--- config.mk ---
export PLATFORM = sky130hd
export DESIGN_NAME = mem_arbiter
export DESIGN_NICKNAME = d
export VERILOG_FILES = /design/src/rtl/mem_arbiter.sv
export SDC_FILE = /design/constraint.sdc
export NUM_CORES = 1
export LEC_CHECK = 0
export ABC_CLOCK_PERIOD_IN_PS = 1800
export CAP_MARGIN = 40
export CORE_AREA = 2 2 106 108
export DETAILED_ROUTE_END_ITERATION = 16
export DIE_AREA = 0 0 108 110
export PLACE_DENSITY_LB_ADDON = 0.1
export SLEW_MARGIN = 20
export SYNTH_ARGS = -nofsm -noshare
export SYNTH_HDL_FRONTEND = slang
export SYNTH_SLANG_ARGS = --single-unit
--- constraint.sdc ---
create_clock -name clk -period 1.8 [get_ports clk]
set_input_delay 0.18 -clock clk [delete_from_list [all_inputs] [get_ports clk]]
set_output_delay 0.18 -clock clk [all_outputs]
set_load 0.01 [all_outputs]
--- src/rtl/mem_arbiter.sv ---
// Round-robin arbiter/sequencer sharing one single-port memory between the
// instruction-fetch (IF) and load/store (LS) requesters of the multi-cycle CPU.
module mem_arbiter #(
    parameter int unsigned ADDR_W  = 32,
    parameter int unsigned DATA_W  = 32,
    parameter int unsigned MEM_LAT = 2
) (
    input  logic              clk,
    input  logic              rstn,
    input  logic              if_req,
    input  logic [ADDR_W-1:0] if_addr,
    output logic              if_gnt,
    output logic              if_rvalid,
    output logic [DATA_W-1:0] if_rdata,
    input  logic              ls_req,
    input  logic              ls_we,
    input  logic [ADDR_W-1:0] ls_addr,
    input  logic [DATA_W-1:0] ls_wdata,
    output logic              ls_gnt,
    output logic              ls_rvalid,
    output logic [DATA_W-1:0] ls_rdata,
    output logic              mem_en,
    output logic              mem_we,
    output logic [ADDR_W-1:0] mem_addr,
    output logic [DATA_W-1:0] mem_wdata,
    input  logic [DATA_W-1:0] mem_rdata,
    output logic              busy
);

    localparam int unsigned CNT_W = 4;
    localparam logic OWN_IF = 1'b0;
    localparam logic OWN_LS = 1'b1;

    typedef enum logic [1:0] {
        IDLE  = 2'd0,
        ISSUE = 2'd1,
        WAIT  = 2'd2,
        RESP  = 2'd3
    } state_e;

    state_e             state_q, state_d;
    logic [CNT_W-1:0]   cnt_q, cnt_d;
    logic               owner_q, owner_d;
    logic               last_q, last_d;
    logic               we_q, we_d;
    logic [ADDR_W-1:0]  addr_q, addr_d;
    logic [DATA_W-1:0]  wdata_q, wdata_d;

    // State, counter, request latch and round-robin history
    always_ff @(posedge clk or negedge rstn) begin
        if (!rstn) begin
            state_q <= IDLE;
            cnt_q   <= '0;
            owner_q <= OWN_IF;
            last_q  <= OWN_LS;
            we_q    <= 1'b0;
            addr_q  <= '0;
            wdata_q <= '0;
        end else begin
            state_q <= state_d;
            cnt_q   <= cnt_d;
            owner_q <= owner_d;
            last_q  <= last_d;
            we_q    <= we_d;
            addr_q  <= addr_d;
            wdata_q <= wdata_d;
        end
    end

    // Next-state and strobe decode; grants are combinational in IDLE
    always_comb begin
        state_d   = state_q;
        cnt_d     = cnt_q;
        owner_d   = owner_q;
        last_d    = last_q;
        we_d      = we_q;
        addr_d    = addr_q;
        wdata_d   = wdata_q;
        if_gnt    = 1'b0;
        ls_gnt    = 1'b0;
        if_rvalid = 1'b0;
        ls_rvalid = 1'b0;
        if_rdata  = '0;
        ls_rdata  = '0;
        mem_en    = 1'b0;
        mem_we    = 1'b0;

        case (state_q)
            IDLE: begin
                // On a tie the requester not served last wins
                if (if_req && (!ls_req || (last_q == OWN_LS))) begin
                    if_gnt  = 1'b1;
                    owner_d = OWN_IF;
                    last_d  = OWN_IF;
                    we_d    = 1'b0;
                    addr_d  = if_addr;
                    wdata_d = '0;
                    state_d = ISSUE;
                end else if (ls_req) begin
                    ls_gnt  = 1'b1;
                    owner_d = OWN_LS;
                    last_d  = OWN_LS;
                    we_d    = ls_we;
                    addr_d  = ls_addr;
                    wdata_d = ls_wdata;
                    state_d = ISSUE;
                end
            end
            ISSUE: begin
                mem_en = 1'b1;
                mem_we = we_q;
                if (MEM_LAT == 1) begin
                    state_d = RESP;
                end else begin
                    cnt_d   = CNT_W'(MEM_LAT - 1);
                    state_d = WAIT;
                end
            end
            WAIT: begin
                cnt_d = cnt_q - CNT_W'(1);
                if (cnt_q == CNT_W'(1)) begin
                    state_d = RESP;
                end
            end
            RESP: begin
                if (owner_q == OWN_IF) begin
                    if_rvalid = 1'b1;
                    if_rdata  = mem_rdata;
                end else begin
                    ls_rvalid = 1'b1;
                    ls_rdata  = mem_rdata;
                end
                state_d = IDLE;
            end
            default: state_d = IDLE;
        endcase
    end

    assign mem_addr  = addr_q;
    assign mem_wdata = wdata_q;
    assign busy      = (state_q != IDLE);

endmodule

Word level (Yosys, flattened, before mapping)
Index checks and enable logic that the tools add are counted.

Register bits: 73. Input bits: 133. Word-level logic and storage cells: 51.

Add/subtract/negate cells: 1. Equal/unequal tests: 6. Multiplexer cells: 28. Reductions and logical operators: 9.

Operators by type and width (count): $mux 32 (8); $mux 1 (15); $pmux 2 s4 (1); $pmux 4 s2 (1); $mux 2 (3); $reduce_bool 2->1 (3); $eq 2x2->1 const B (2); $eq 4x1->1 const B (1); $reduce_and 2->1 (2); $sub 4x1->4 const B (1); $ne 3x3->1 const B (1); $eq 2x1->1 const B (1); $logic_not 2->1 (1); $ne 2x2->1 const B (1); $logic_and 1x1->1 (1); $logic_not 1->1 (1); $logic_or 1x1->1 (1).

Longest topological paths before layout
Gate-level depths: netlist of run 1.

Depth after elaboration: 5. Gate-level depth with buffers: 8. Mapped depth without buffers: 5.

Least setup slack after synthesis of run 1
No wires, ideal clock.

Path kind: reg2reg. From: reg state_q[0]. To: reg state_q[0]. Library setup time: 0.121 ns. Data arrival time: 1.342 ns. Data required time: 1.679 ns. Setup slack: 0.337 ns. Stages on the path, launching flop included: 7. Buffers on the path: 1. Period minus slack after synthesis: 1.463 ns. Cells stage by stage: dfrtp_1 > inv_1 > ha_1 > buf_2 > inv_2 > o32a_1 > o22a_1.

Longest elaborated chain between the ends: 3. Elaborated cells between the ends (all ways): 8. Those cells by class: 5 x eq/ne; 1 x mux; 2 x reduce/logical.

RTL lines: start, declared (RTL line 41) `state_e state_q, state_d;`; start signal, assigned (RTL line 60) `state_q <= state_d;`; $eq 2x2->1 or $logic_not 2->1 (tied branches) (RTL line 88) `case (state_q)`; $ne 2x2->1 (no line) or $ne 3x3->1 (tied branches); $reduce_and 2->1 (no line).

Parallel ways exist; a longest one is shown, timed or not. A chain may end at the register's enable or synchronous reset.

Final worst setup path of run 1
From: reg state_q[1]. To: out if_rdata[20].

Longest elaborated chain between the ends: 2.

RTL lines: $eq 2x2->1 (RTL line 88); $mux 32 (RTL line 88); end, declared (RTL line 14) `output logic [DATA_W-1:0] if_rdata,`.

No other way between the ends.

==> results of run 1 <==
sequential cells by signal, summed over array words and instances, names as in the netlist:
name and flops:
owner_q 1, mem_wdata 32, we_q 1, mem_addr 32, last_q 1, state_q 2
cnt_q 4
cell families after synthesis:
kind of cell,Yosys count,synth area share
and+or+nand+nor,111,0.1659
muxes,1,0.002743
buffers and inverters,44,0.06034
AOI/OAI and AO/OA,143,0.2496
DFF,73,0.5009
adders and majority gates,6,0.02057
timing repair:
item / 4_1_cts / 5_1_grt
hold endpoints to repair: 30 / 0
gates resized for setup: 233 / 122
setup endpoints to repair: 71 / 70
buffers inserted: 9 / 6
pin swaps: 24 / 9
gates cloned: 4 / 1
hold buffers: 1 / 0
power by group:
part           internal [mW]  switching (mW)
clock network          0.795           0.676
registers               2.47           0.451
logic                   3.73            2.95
total                   6.99            4.08
final timing paths:
check	end	slack (ps)	depth (start not counted)
max in group asynchronous	last_q	870	3
min in group clk	mem_addr[29]	390	3
max	if_rdata[20]	-90	7
max reg2reg	state_q[0]	40	8
min reg2reg	mem_wdata[20]	500	1
min	mem_addr[19]	300	2
area by class of cell:
class,instances,share of cell area
clock buffer,9,0.01741
clock inverter,7,0.01442
inverter,8,0.005275
sequential,73,0.2569
timing repair buffer,312,0.4338
tap,140,0.02462
multi-input combinational,261,0.2476
per-layer routing:
metal | vias up | part of all wire
met5 | - | 0
met1 | 1988 | 0.37
li1 | 1941 | -
met3 | 19 | 0.083
met4 | 0 | 0.020
met2 | 174 | 0.53
cell usage in the layout (no fill, tap or decap), drive strengths merged:
cell and count:
bufinv 2, inv 10, nand2b 1, mux2i 1, dfrtp 72, and2b 1, nor3b 1, nor2 33
a22o 34, a21oi 36, nand2 1, clkbuf 45, dlygate4sd3 1, and3 32, o32a 1, nor3 4
clkdlybuf4s50 195, clkinvlp 1, o21ai 37, ha 6, and2 34, dfstp 1, clkinv 2, or3 1
buf 80, nand3 1, o22a 1, a31oi 33, nor2b 2, o21a 1
critical path: stages (launching register included):
cell     delay [ps]
dfrtp_1         430
ha_4            180
nor2b_4         130
buf_12          130
buf_16          130
buf_6           110
and2_1          120
buf_2           130
stage by stage:
| step | setup slack, ps | hold WS [ps] | cell area, um2 | std cells | TNS (ps) |
|---|---|---|---|---|---|
| after floorplan | 336.9 | -115.6 | 3650 | 378 | 0 |
| after global placement | -49.69 | 143.2 | 6563 | 774 | -49.69 |
| after detailed placement | -36.43 | 143.3 | 6563 | 774 | -462.9 |
| after CTS | -155.3 | 302.1 | 6983 | 804 | -2131 |
| after global routing | -152.9 | 314.4 | 7116 | 810 | -3003 |
| final | -93.52 | 300.0 | 7116 | 810 | -1011 |
==> metrics, run 1 <==
input/output buffers=267; Global Route Usage Sum=0.2326; CTS sink count=73; met2 usage in global routing=0.4187; Critical Path AT=1710 ps; final hold vios=0; Global Route met3 Usage=0.07760; Fill cells=just under 900; Most Used Layer, Global Route=met2; Avg WL per Cell=between 15 and 20 um; CTS tree=done; Slew Limit Fails=0; DR iter-0 viols=221; register area=about 1800 um2; Startpoint Class=flop; ys async rst share=1.000; critical path type=flop to output port; Synth Instances=between 300 and 400; setup violators final=20; nature of the critical path endpoint=output port; number of maximum-capacitance violations=0; Starting Density=0.3412; FP Rows=38; GP Congestion=roughly 0.78; total CTS buffers=9; post-synthesis cell area=approximately 3600 um2; worst r2r src=state_q[1]; router iterations before antenna repair=4; status=finished, violations left; flip-flop and latch count after synthesis=73; worst setup margin=-93.52 ps; Final period util=1.052; total grt overflow=0; RSZ-0062 raised after global routing=yes; Vias/cell=just over 5; fin crit period=between 1500 and 2000 ps; synthesized area per cell=just under 10 um2; post-synthesis sequential area ratio=0.5009; Max Fclk=~530 MHz; DP Wirelength=approximately 9.9 mm; Layout Skew=6.967 ps; layout cells sized above 1=0.2672; global-route wire length before repair=around 21 mm; final core occ=0.6651; Synth area leaders=dfrtp_1 49%, a22o_1 8.2%, and2_1 5.8%, a31oi_1 5.7%, and3_1 5.5%; Nets=804; CTS H-tree lvls=3; # DRC=0; most frequent cell after synthesis=dfrtp_1; Yosys warning total=0; chip width=about 110 um; core area=approximately 11000 um2; Worst EP required=about 1600 ps; clk slew on worst S/H paths=90 ps; Antenna Diode Count=0; Yosys top cell area share=0.4937; antenna-violating nets left=0; Synth Net Count=~520; relative slew slack=0.7268; die height=around 110 um; Area Overhead vs Synth=94.96%; Synth cell types=31; vias in the first global route=about 4000; initial antenna violation count=0; Tot Pwr=~11 mW; pin count of the biggest net entering global routing=45; violated checks=setup timing; most frequent cells after synthesis=72 x dfrtp_1, 35 x a21oi_1, 34 x a22o_1, 34 x and2_1; Setup crit start=state_q[1]; power density cells=1555 nW/um2; die area=~12000 um2; vias post-DR=about 4100; grt met1 use=0.2614; number of top-level pins=between 200 and 300; clk_lat worst skew=350 ps; Hold Path Class=primary input to async pin; largest area contributor in the netlist=dfrtp_1; leakage power=between 3 and 4 nW; Post-synth EDFFs=0; final WL=~14 mm; Root Driver=clkbuf_8; Multi-input gate area=about 1800 um2; Max VDD drop=between 0.0007 and 0.0008 V; Main synth FF type=dfrtp_1; Worst-Margin Slew=between 400 and 500 ps; Worst Path Max Fanout=6; CTS Buffer Depth=2
Note: power is estimated with default switching activity, not from simulation.
==> run 2, diff against run 1 <==
Settings changed: ABC_AREA from default to 1, CAP_MARGIN 40 to default, CORE_AREA 2 2 106 108 to 2 2 108 110, DIE_AREA 0 0 108 110 to 0 0 110 112.
==> metrics, run 2 <==
status=completed (was finished, violations left); # DRC=0 (unchanged); Nets=958 (was 804); final hold vios=0 (unchanged); most frequent cells in the layout=210 x nand2_1, 195 x clkdlybuf4s50_1, 100 x nand3_1 (was 195 x clkdlybuf4s50_1, 72 x dfrtp_1, 43 x buf_6); antenna-violating nets left=0 (unchanged); DP Wirelength=11.18 mm (was 9.875 mm); vias in the first global route=4362 (was 4017); post-synthesis cell area=3913 um2 (was 3650 um2); layout cells sized above 1=0.1323 (was 0.2672); cell count after placement=950 (was 774); setup bufs post-CTS=0 (was 9); total grt overflow=0 (unchanged); Main synth FF type=dfrtp_1 (unchanged); CTS tree=done (unchanged); CTS H-tree lvls=3 (unchanged); Global Route Usage Sum=0.2317 (was 0.2326); Hold Path Class=primary input to async pin (unchanged); Yosys top cell area share=0.4605 (was 0.4937); Area Overhead vs Synth=75.60% (was 94.96%); largest area contributor in the netlist=dfrtp_1 (unchanged); FP Rows=39 (was 38); Slew Limit Fails=0 (unchanged); CTS sink count=73 (unchanged); core area=11170 um2 (was 10700 um2); Worst-Margin Slew=417.7 ps (was 409.7 ps); CTS Buffer Depth=2 (unchanged); Yosys warning total=0 (unchanged); die area=12320 um2 (was 11880 um2); CP bufs+invs=2 (was 4); synthesized area per cell=7.012 um2 (was 9.655 um2); total CTS buffers=9 (unchanged); global-route wire length before repair=21.93 mm (was 21.47 mm); Synth Instances=558 (was 378); die height=112 um (was 110 um); Worst EP required=1620 ps (about the same); router iterations before antenna repair=4 (unchanged); initial antenna violation count=0 (unchanged); setup violators final=0 (was 20); post-synthesis sequential area ratio=0.4672 (was 0.5009); Final period util=0.9685 (was 1.052); nature of the critical path endpoint=output port (unchanged); crit-path cells=ha_2 > nand2_1 > buf_12 > nor2_1 > dlygate4sd2_1 (was ha_4 > nor2b_4 > buf_12 > buf_16 > buf_6 > and2_1 > buf_2); ys async rst share=1.000 (unchanged); Cell Count, Final, Fillers Out=967 (was 810); final WL=14.44 mm (about the same); Antenna Diode Count=0 (unchanged); CP Depth=5 (was 7); GP Congestion=0.8013 (was 0.7812); pin count of the biggest net entering global routing=56 (was 45); Max VDD drop=0.0006474 V (was 0.0007621 V); final core occ=0.6148 (was 0.6651); Slowest cell on crit path=dfrtp_1 (unchanged); Avg WL per Cell=14.93 um (was 17.83 um); Synth cell types=19 (was 31); most frequent cell after synthesis=nand2_1 (was dfrtp_1); critical path type=flop to output port (unchanged); fin crit period=1743 ps (was 1894 ps); input/output buffers=267 (unchanged); clk_lat worst skew=330 ps (was 350 ps); fin area=6870 um2 (was 7116 um2); Vias/cell=4.615 (was 5.089); vias post-DR=4463 (was 4122); power density cells=1375 nW/um2 (was 1555 nW/um2); DR iter-0 viols=244 (was 221); reg2reg path depth=8 (unchanged); number of top-level pins=268 (unchanged); Layout Skew=6.409 ps (was 6.967 ps); worst hold slack=332.2 ps (was 300.0 ps); Synth Net Count=697 (was 517); flip-flop and latch count after synthesis=73 (unchanged); Post-Route Setup TNS=0 ps (was -1011 ps); relative slew slack=0.7215 (was 0.7268); number of maximum-capacitance violations=0 (unchanged); chip width=110 um (was 108 um); peak per-stage delay on the critical path=410 ps (was 430 ps); CP top delay family=buffers and inverters (unchanged); RSZ-0062 raised after global routing=yes (unchanged); Synth area leaders=dfrtp_1 46%, nand2_1 20%, nand3_1 13%, nor2_1 6.8%, inv_1 4.3% (was dfrtp_1 49%, a22o_1 8.2%, and2_1 5.8%, a31oi_1 5.7%, and3_1 5.5%); commonest non-fill, non-tap cell in the layout=nand2_1 (was clkdlybuf4s50_1); Critical Path AT=1560 ps (was 1710 ps); leakage power=3.710 nW (was 3.239 nW); Worst Path Max Fanout=33 (was 6); Root Driver=clkbuf_16 (was clkbuf_8); most frequent cells after synthesis=211 x nand2_1, 100 x nand3_1, 72 x dfrtp_1 (was 72 x dfrtp_1, 35 x a21oi_1, 34 x a22o_1, 34 x and2_1); Max Fclk=573.6 MHz (was 528.1 MHz); Post-synth EDFFs=0 (unchanged); Placed Area=6782 um2 (was 6563 um2); Startpoint Class=flop (unchanged); Starting Density=0.3501 (was 0.3412); clk slew on worst S/H paths=50 ps (was 90 ps)
==> run 2: cell types whose count changed in the layout (fill, tap and decap cells not counted), sizes merged, moves of 32 or more <==
cell | previous run | this run
a31oi | 33 | 0
nand3 | 1 | 101
nand2 | 1 | 212
a21oi | 36 | 3
inv | 10 | 49
o21ai | 37 | 5
nor2 | 33 | 71
and2 | 34 | 0
a22o | 34 | 0
==> run 2: final timing paths <==
kind                                   from       endpoint  slack (ps)
worst min-delay path                   rstn  mem_wdata[12]         330
min in group clk                ls_wdata[5]   mem_wdata[5]         390
worst max register to register   state_q[1]        owner_q         170
max in group asynchronous              rstn   mem_addr[28]         840
worst max-delay path             state_q[1]   ls_rdata[21]          60
worst min register to register  mem_addr[7]    mem_addr[7]         500
==> run 2: per-layer routing <==
layer	global-route usage	share of wire	vias up
met3	0.06557	0.090	31
li1	-	-	2236
met2	0.4278	0.52	200
met1	0.2399	0.36	1996
met5	0	0	-
met4	0.09451	0.029	0
==> run 2: area by class of cell <==
type / instances / area [um2]
fill: 1046 / 4304
timing repair buffer: 286 / 2595
sequential: 73 / 1828
multi-input combinational: 400 / 1760
clock buffer: 14 / 264.0
inverter: 49 / 183.9
tap: 143 / 178.9
clock inverter: 2 / 60.06
==> run 2: kinds of logic (layout without fill, tap and decap cells) <==
group           after synthesis  after routing  synth area share
compound gates                8              8           0.01311
flops                        73             73            0.4672
simple gates                386            386            0.4074
fa+ha+maj                     6              6           0.01919
buf+inv                      85            351           0.09306
==> run 2: report_power, final <==
| part | switching, mW | internal (mW) |
|---|---|---|
| Combinational | 2.52 | 2.33 |
| Sequential | 0.375 | 2.30 |
| Clock | 0.635 | 1.29 |
==> run 2: metrics by stage <==
step,total power [mW],setup WS [ps]
3_5_place_dp,7.746,-10.94
5_1_grt,10.15,-28.48
2_1_floorplan,5.020,355.1
3_3_place_gp,7.631,12.94
6_report,9.450,56.77
4_1_cts,9.570,12.43
==> run 2: timing repair <==
action                                  in CTS  in global routing
resized for setup                          174                 56
endpoints found under the setup margin      70                 47
hold buffers                                 1                  0
gates cloned                                 0                  0
hold endpoints to repair                    28                  0
==> run 3, diff against run 2 <==
Settings changed: CORE_AREA 2 2 108 110 to 2 2 118 120, DIE_AREA 0 0 110 112 to 0 0 120 122, SLEW_MARGIN 20 to default.
==> metrics, run 3 (same netlist as run 2, synthesis figures left out) <==
total CTS buffers=9 (unchanged); Worst Path Max Fanout=16 (was 33); Vias/cell=4.444 (was 4.615); Layout Skew=11.66 ps (was 6.409 ps); power density cells=1332 nW/um2 (was 1375 nW/um2); DR iter-0 viols=200 (was 244); reg2reg path depth=8 (unchanged); Hold Path Class=primary input to async pin (unchanged); reg-to-reg critical path endpoint=mem_addr[26] (was owner_q); Nets=964 (was 958); CTS H-tree lvls=3 (unchanged); layout cells sized above 1=0.1072 (was 0.1323); antenna-violating nets left=0 (unchanged); top routing layer used=met4 (unchanged); Worst-Margin Slew=348.6 ps (was 417.7 ps); number of maximum-capacitance violations=0 (unchanged); RSZ-0062 raised after global routing=yes (unchanged); pin count of the biggest net entering global routing=46 (was 56); CTS tree=done (unchanged); clk_lat worst skew=330 ps (about the same); leakage power=3.818 nW (was 3.710 nW); Fill cells=1379 (was 1046); DP Wirelength=11.16 mm (was 11.18 mm); number of top-level pins=268 (unchanged); core area=13500 um2 (was 11170 um2); initial antenna violation count=1 (was 0); Starting Density=0.2897 (was 0.3501); worst hold slack=243.3 ps (was 332.2 ps); chip width=120 um (was 110 um); die area=14640 um2 (was 12320 um2); Worst EP required=1620 ps (about the same); vias post-DR=4493 (was 4463); register area=1828 um2 (unchanged); Final period util=0.9653 (was 0.9685); router iterations before antenna repair=4 (unchanged); total grt overflow=0 (unchanged); Multi-input gate area=1738 um2 (was 1760 um2); setup violators final=0 (unchanged); FP Rows=43 (was 39); die height=122 um (was 112 um); Root Driver=clkbuf_16 (unchanged); Cell Count, Final, Fillers Out=1011 (was 967); fin crit period=1737 ps (was 1743 ps); nature of the critical path endpoint=output port (unchanged); worst r2r src=state_q[1] (unchanged); met3 wire len=1.245 mm (was 1.302 mm); clk slew on worst S/H paths=60 ps (was 50 ps); Startpoint Class=flop (unchanged); input/output buffers=267 (unchanged); CTS Buffer Depth=2 (unchanged); global-route wire length before repair=22.48 mm (was 21.93 mm); critical path type=flop to output port (unchanged); relative slew slack=0.7676 (was 0.7215); Avg WL per Cell=14.60 um (was 14.93 um); Slew Limit Fails=0 (unchanged); GP Congestion=0.8347 (was 0.8013); CTS sink count=73 (unchanged); Area Overhead vs Synth=79.28% (was 75.60%); Critical Path AT=1560 ps (about the same); final hold vios=0 (unchanged); status=completed (unchanged); met2 WL=7.551 mm (was 7.472 mm); most frequent cells in the layout=209 x nand2_1, 195 x clkdlybuf4s50_1, 100 x nand3_1 (was 210 x nand2_1, 195 x clkdlybuf4s50_1, 100 x nand3_1); # DRC=0 (unchanged); commonest non-fill, non-tap cell in the layout=nand2_1 (unchanged); Global Route Usage Sum=0.1973 (was 0.2317); vias in the first global route=4362 (unchanged); final WL=14.76 mm (was 14.44 mm); Max VDD drop=0.0005284 V (was 0.0006474 V); DRT met1 WL=5.710 mm (was 5.249 mm); setup slack, reg-to-reg=180 ps (was 170 ps); Max Fclk=575.6 MHz (was 573.6 MHz); cell count after placement=989 (was 950)
run 3: cell count changes in the layout (fill, tap and decap cells not counted), sizes merged:
cell | previous run | this run
bufinv | 2 | 1
buf | 51 | 46
clkinvlp | 0 | 3
inv | 49 | 50
clkinv | 0 | 1
dlymetal6s2s | 1 | 2
diode | 0 | 1
clkdlybuf4s15 | 4 | 0
dlygate4sd2 | 12 | 36
clkbuf | 36 | 22
run 3: timing repair:
item	CTS	global route
hold buffers	1	0
gates resized for setup	113	54
endpoints found under the setup margin	69	69
cloned	1	0
pin swaps	0	2
endpoints found under the hold margin	52	0
setup buffers	1	2
run 3: per-stage QoR:
stage	setup slack, ps	utilization	area (um2)	setup TNS (ps)	power, mW
CTS	-108.6	0.5295	7151	-1391	9.485
finish	62.55	0.5194	7014	0	9.345
global placement	42.40	0.5067	6843	0	7.640
floorplan	355.1	-	3913	0	5.020
detailed placement	13.06	0.5067	6843	0	7.738
global route	-27.89	0.5194	7014	-330.6	10.07
run 3: worst max-delay path by stage:
stage / start / slack (ps) / to
detailed placement: state_q[1] / 10 / if_rdata[4]
global placement: ls_req / 40 / ls_gnt
finish: state_q[1] / 60 / if_rdata[4]
CTS: state_q[0] / -110 / if_rdata[17]
floorplan: state_q[0] / 360 / if_rdata[0]
global route: state_q[1] / -30 / if_rdata[8]
run 3: final cells by class:
class | instances | share of cell area
Inverter | 49 | 0.02622
Clock inverter | 6 | 0.009454
Tap cell | 180 | 0.03211
Antenna cell | 1 | 0.0003568
Multi-Input combinational cell | 400 | 0.2478
Timing Repair Buffer | 292 | 0.3908
Sequential cell | 73 | 0.2606
Clock buffer | 10 | 0.03264
run 3: per-layer routing:
| layer | vias to the layer above | GRT usage |
|---|---|---|
| met1 | 2049 | 0.2162 |
| met3 | 15 | 0.06835 |
| met2 | 177 | 0.3569 |
| met5 | - | 0 |
| li1 | 2252 | - |
| met4 | 0 | 0.06397 |
run 3: report_power, final:
group | internal [mW] | switching (mW) | total [mW]
Clock | 1.08 | 0.705 | 1.78
Sequential | 2.30 | 0.372 | 2.67
Combinational | 2.37 | 2.52 | 4.89
run 3: worst max-delay path: stages (launching register included):
cell and delay, ps:
dfrtp_1 380, ha_2 200, inv_1 50, nor2_2 120, inv_2 90, buf_12 160
nor2_1 100, buf_2 140
